**config.mk**
```make
export PLATFORM = sky130hd
export DESIGN_NAME = spmv_config_axil_master
export DESIGN_NICKNAME = d
export VERILOG_FILES = /design/src/rtl/spmv_cfg_pkg.sv /design/src/rtl/spmv_config_axil_master.sv
export SDC_FILE = /design/constraint.sdc
export NUM_CORES = 1
export LEC_CHECK = 0
export ABC_AREA = 1
export CELL_PAD_IN_SITES_DETAIL_PLACEMENT = 2
export CELL_PAD_IN_SITES_GLOBAL_PLACEMENT = 2
export CORE_MARGIN = 8
export CORE_UTILIZATION = 35
export DETAILED_ROUTE_END_ITERATION = 12
export DONT_BUFFER_PORTS = 1
export PLACE_DENSITY_LB_ADDON = 0.1
export SLEW_MARGIN = 20
export SYNTH_ARGS = -nofsm -noshare
export SYNTH_HDL_FRONTEND = slang
export SYNTH_SLANG_ARGS = --single-unit
```
**constraint.sdc**
```tcl
create_clock -name aclk -period 2.5 [get_ports aclk]
set_clock_uncertainty 0.15 [all_clocks]
set_input_delay 0.125 -clock aclk [delete_from_list [all_inputs] [get_ports aclk]]
set_output_delay 0.125 -clock aclk [all_outputs]
set_load 0.02 [all_outputs]
```
**src/rtl/spmv_cfg_pkg.sv**
```systemverilog
// spmv_cfg_pkg: FSM states, AXI resp codes and loader register offsets for the SpMV config master
package spmv_cfg_pkg;
  typedef enum logic [2:0] {IDLE, WR, WB, RA, RD, RSP} state_t;
  localparam logic [1:0] RESP_OKAY = 2'b00;
  localparam logic [1:0] RESP_SLVERR = 2'b10;
  localparam logic [7:0] CONF_LOADER_MODE = 8'h00;
  localparam logic [7:0] CONF_HBM_BASE_ADDR = 8'h08;
  localparam logic [7:0] CONF_HBM_NOW_ADDR = 8'h10;
endpackage

```
**src/rtl/spmv_config_axil_master.sv**
```systemverilog
// spmv_config_axil_master: one-outstanding AXI4-Lite initiator driven by a cmd/rsp stream
// Ports: aclk/aresetn (async active-low); cmd_* request stream (we, addr, wdata);
// rsp_* response stream (rdata, resp, timeout); busy; m_axil_* AXI4-Lite master channels.
// All AXI and rsp outputs are registered.
module spmv_config_axil_master
  import spmv_cfg_pkg::*;
#(
  parameter int ADDR_W = 32,
  parameter int DATA_W = 32,
  parameter int TIMEOUT_CYCLES = 1024
) (
  input  logic              aclk,
  input  logic              aresetn,
  input  logic              cmd_valid,
  output logic              cmd_ready,
  input  logic              cmd_we,
  input  logic [ADDR_W-1:0] cmd_addr,
  input  logic [DATA_W-1:0] cmd_wdata,
  output logic              rsp_valid,
  input  logic              rsp_ready,
  output logic [DATA_W-1:0] rsp_rdata,
  output logic [1:0]        rsp_resp,
  output logic              rsp_timeout,
  output logic              busy,
  output logic              m_axil_awvalid,
  output logic [ADDR_W-1:0] m_axil_awaddr,
  input  logic              m_axil_awready,
  output logic              m_axil_wvalid,
  output logic [DATA_W-1:0] m_axil_wdata,
  input  logic              m_axil_wready,
  input  logic              m_axil_bvalid,
  input  logic [1:0]        m_axil_bresp,
  output logic              m_axil_bready,
  output logic              m_axil_arvalid,
  output logic [ADDR_W-1:0] m_axil_araddr,
  input  logic              m_axil_arready,
  input  logic              m_axil_rvalid,
  input  logic [DATA_W-1:0] m_axil_rdata,
  input  logic [1:0]        m_axil_rresp,
  output logic              m_axil_rready
);
  localparam int CW = $clog2(TIMEOUT_CYCLES);
  localparam logic [CW-1:0] TMAX = CW'(TIMEOUT_CYCLES - 1);
  state_t state;
  logic [CW-1:0] cnt;
  logic act, done;
  // done: the current AXI phase completes at this edge, which takes priority over a timeout
  always_comb begin
    act = state inside {WR, WB, RA, RD};
    done = state == WR ? (!m_axil_awvalid || m_axil_awready) && (!m_axil_wvalid || m_axil_wready)
         : state == WB ? m_axil_bvalid
         : state == RA ? m_axil_arready
         : state == RD ? m_axil_rvalid : 1'b0;
  end
  always_ff @(posedge aclk or negedge aresetn) begin
    if (!aresetn) begin
      state <= IDLE;
      cnt <= '0;
      cmd_ready <= 1'b0;
      busy <= 1'b0;
      rsp_valid <= 1'b0;
      rsp_rdata <= '0;
      rsp_resp <= '0;
      rsp_timeout <= 1'b0;
      m_axil_awvalid <= 1'b0;
      m_axil_awaddr <= '0;
      m_axil_wvalid <= 1'b0;
      m_axil_wdata <= '0;
      m_axil_bready <= 1'b0;
      m_axil_arvalid <= 1'b0;
      m_axil_araddr <= '0;
      m_axil_rready <= 1'b0;
    end else begin
      if (act) cnt <= cnt + 1'b1;
      case (state)
        // readies come up one cycle after reset; IDLE keeps B/R open to drain stray responses
        IDLE: if (cmd_valid && cmd_ready) begin
          cmd_ready <= 1'b0;
          m_axil_bready <= 1'b0;
          m_axil_rready <= 1'b0;
          busy <= 1'b1;
          cnt <= '0;
          if (cmd_addr[1:0] != 2'b00) begin
            state <= RSP;
            rsp_valid <= 1'b1;
            rsp_resp <= RESP_SLVERR;
            rsp_rdata <= '0;
            rsp_timeout <= 1'b0;
          end else if (cmd_we) begin
            state <= WR;
            m_axil_awvalid <= 1'b1;
            m_axil_wvalid <= 1'b1;
            m_axil_awaddr <= cmd_addr;
            m_axil_wdata <= cmd_wdata;
          end else begin
            state <= RA;
            m_axil_arvalid <= 1'b1;
            m_axil_araddr <= cmd_addr;
          end
        end else begin
          cmd_ready <= 1'b1;
          m_axil_bready <= 1'b1;
          m_axil_rready <= 1'b1;
        end
        WR: begin
          if (m_axil_awready) m_axil_awvalid <= 1'b0;
          if (m_axil_wready) m_axil_wvalid <= 1'b0;
          if (done) begin
            state <= WB;
            m_axil_bready <= 1'b1;
          end
        end
        WB: if (m_axil_bvalid) begin
          state <= RSP;
          m_axil_bready <= 1'b0;
          rsp_valid <= 1'b1;
          rsp_resp <= m_axil_bresp;
          rsp_rdata <= '0;
          rsp_timeout <= 1'b0;
        end
        RA: if (m_axil_arready) begin
          state <= RD;
          m_axil_arvalid <= 1'b0;
          m_axil_rready <= 1'b1;
        end
        RD: if (m_axil_rvalid) begin
          state <= RSP;
          m_axil_rready <= 1'b0;
          rsp_valid <= 1'b1;
          rsp_resp <= m_axil_rresp;
          rsp_rdata <= m_axil_rdata;
          rsp_timeout <= 1'b0;
        end
        RSP: if (rsp_ready) begin
          state <= IDLE;
          rsp_valid <= 1'b0;
          busy <= 1'b0;
          cmd_ready <= 1'b1;
          m_axil_bready <= 1'b1;
          m_axil_rready <= 1'b1;
        end
        default: state <= IDLE;
      endcase
      // abort overrides whatever the phase logic above scheduled
      if (act && !done && cnt == TMAX) begin
        state <= RSP;
        m_axil_awvalid <= 1'b0;
        m_axil_wvalid <= 1'b0;
        m_axil_arvalid <= 1'b0;
        m_axil_bready <= 1'b0;
        m_axil_rready <= 1'b0;
        rsp_valid <= 1'b1;
        rsp_resp <= RESP_SLVERR;
        rsp_rdata <= '0;
        rsp_timeout <= 1'b1;
      end
    end
  end
endmodule

```
==> results.cfg <==
[status]
status = complete, but fails checks
violations = negative hold slack

[logic_synthesis]
synth-xor-area-share_pct = 0.7807
synth_top_family_by_area = simple AND/OR/NAND/NOR gates
synthSimpleGateAreaFrac_pct = 22.84
synth_cell_types = 34
ys_ff_latch = 152
synth-adder-area-share_pct = 0.1859
syn_area_sq_mm = 0.006731
synth_warnings = 0
yosysSeqAreaShare_pct = 56.51
synth_cells = 788
synth_compound_area_share_pct = 11.36
syn_nets = 899
synth.area.mux_share_pct = 0
synth_area_per_cell_sq_um = 8.542

[power]
p_leak_nw = 4.367
p_per_area_mw_per_mm2 = 1285
ir_worst_vdd_uv = 492.0

[worst_setup_path]
r2r_start = state[0]
path_max_fanout = 92
crit_type = flip-flop to flip-flop
r2r_setup_slack_ns = 0.25
endpoint_kind = flip-flop
crit_path_start = state[0]
cp.arrival_ns = 2.42
start_kind = flip-flop
cp.required_ns = 2.67

[final_layout]
final_cell_mix = nand2_1, dfrtp_1, dlygate4sd3_1, inv_1, o21ai_0
layout-drive-gt1-share_pct = 6.622
syn_to_final_growth_pct = 26.99
fin_nets = 990
final_common_cell = nand2_1
n_antenna_cell = 0
n_fill_cell = 2044
stdcell_count = 1125

[placed_design]
dp_hpwl_um = 16030
pre_cts_ws_ns = 0.2517
dp.cells = 991
globalplace.congestion = 0.8475
port_buffers = 0

[floorplanning]
rows = 50
num_io_pins = 249
die_h_um = 154.7
dieWidth_um = 154.7
dieArea_sq_mm = 0.02393
initial_core_util_pct = 35.87
core_sq_mm = 0.01877

[clocking]
insertion_delay_ns = 0.43
numCtsBuffers = 17
cts_buffer_depth = 2
htreeDepth = 4
clk_pin_slew_ns = 0.07
tritoncts = yes
cts-hold-fix-buffers = 103
clock_sinks = 152
cts_root_buf = clkbuf_16
post_cts_buffers = 0

[routing]
drt_iter0_drc = 235
wl_um = 24910
vias = 5899
drc = 0
first_pass_iters = 4
wl_per_cell_um = 22.14
viasPerCell = 5.244
ant_nets = 0

[grt]
grt_max_degree = 153
antenna_found_initial = 0
globalRouteOverflowTotal = 0
grt_pass1_vias = 6797
grt_pass1_wl_um = 39830
grtUsageTotal_pct = 21.10

[timing]
slew_headroom_pct = 41.09
setup_viol_count_final = 0
fin_setup_tns_ns = 0
fmax_mhz = 444.9
worst_slew_pin_slew_ns = 0.8836
finalMaxSlewViolations = 0
rsz0062_at_grt = no
hold_ws_ns = -0.7566
layout_min_cycle_time_ns = 2.248
post-route-period-util_pct = 89.90
setup_ws_ns = 0.2524
hold_viol = 152

[job]
cap_violations = 0

[worst_hold_path]
hp-class = input port to asynchronous set/reset pin
==> layout make-up <==
cell class / count / area [sq um] / area share [%]
inverters: 94 / 352.8 / 4.128
repair buffers: 117 / 1152 / 13.48
multi-input cells: 497 / 2377 / 27.81
clock inverters: 14 / 143.9 / 1.683
clock buffers: 17 / 425.4 / 4.977
flip-flops and latches: 152 / 3804 / 44.50
well taps: 234 / 292.8 / 3.425
==> timing repair <==
action / in CTS / in global routing
endpoints found under the setup margin: 0 / 3
endpoints found under the hold margin: 290 / 152
gates resized for setup: 0 / 1
==> flip-flops by register name, summed over array words and instances (netlist names), 2 cells and up <==
signal / flops
m_axil_araddr: 32
m_axil_awaddr: 32
m_axil_wdata: 32
rsp_rdata: 32
cnt: 10
state: 3
rsp_resp: 2
==> kinds of logic (layout without fill, tap and decap cells) <==
logic type / Yosys count / in the layout
AO/OA/AOI/OAI: 129 / 129
XOR/XNOR: 6 / 6
adder cells (fa/ha/maj): 1 / 1
buffers and inverters: 139 / 242
flip-flops: 152 / 152
AND/OR/NAND/NOR: 361 / 361
==> metal layers <==
metal  wire length, um  track usage, %  vias to the layer above
li1                  -               -                     2711
met1              9433           22.76                     2971
met2             12830           37.05                      182
met3              2089           8.275                       35
met4               555           7.326                        0
met5                 0               0                        -
==> report_power, final <==
part	switching [mW]	internal, mW	total (mW)
combinational	2.06	0.985	3.04
sequential	2.02	3.40	5.42
clock	1.13	1.39	2.52
==> Yosys cell counts <==
master     number  share of area (%)
nand3_2         3               0.45
nor2_2          1              0.093
nor4_1          1              0.093
nor3_4          1               0.24
ha_1            1               0.19
nor2_4          2               0.33
inv_2           3               0.17
buf_2          19                1.4
nor2_1         61                3.4
nand2_1       232                 13
xnor2_1         3               0.39
buf_6           2               0.33
nand3b_1        1               0.11
o2111ai_1       1               0.13
o31ai_1         1               0.11
clkbuf_1       20                1.1
o21ai_0        71                5.3
inv_1          88                4.9
a32o_1          1               0.15
nor3_1          1              0.074
a211oi_1        3               0.33
o21ai_1         2               0.15
a21oi_1        11               0.82
xor2_1          3               0.39
o211ai_1       38                4.2
buf_1           4               0.22
clkinv_1        3               0.17
nand2_2         2               0.19
or2_1           1              0.093
nand3_1        18                1.3
nand4_1        36                3.3
o211a_1         1               0.15
nor3_2          1               0.15
dfrtp_1       152                 57
==> worst paths after layout <==
kind / cells after the start / to
max: 7 / m_axil_awaddr[14]
min: 0 / rsp_rdata[24]
max reg2reg: 7 / m_axil_awaddr[14]
min reg2reg: 2 / cnt[8]
max in group asynchronous: 0 / rsp_rdata[1]
min in group aclk: 6 / m_axil_rready
==> worst max-delay path, cell delays in order, from the launching register on <==
cell and delay (ns):
dfrtp_1 0.57, nor2_4 0.10, nand2_1 0.15, nor2_2 0.07, nand3_4 0.06, buf_4 0.65, nand2_1 0.15, o21ai_0 0.15
==> per-stage QoR <==
step                      area (sq um)  utilization [%]  total power, mW
final                             8548            45.55            10.99
after global routing              8548            45.55            11.70
after CTS                         8544            45.53            11.06
after detailed placement          6944            37.00            8.332
after global placement            6944            37.00            8.114
after floorplan                   6731                -            7.148
No activity file was read; power rests on OpenSTA's default activity.
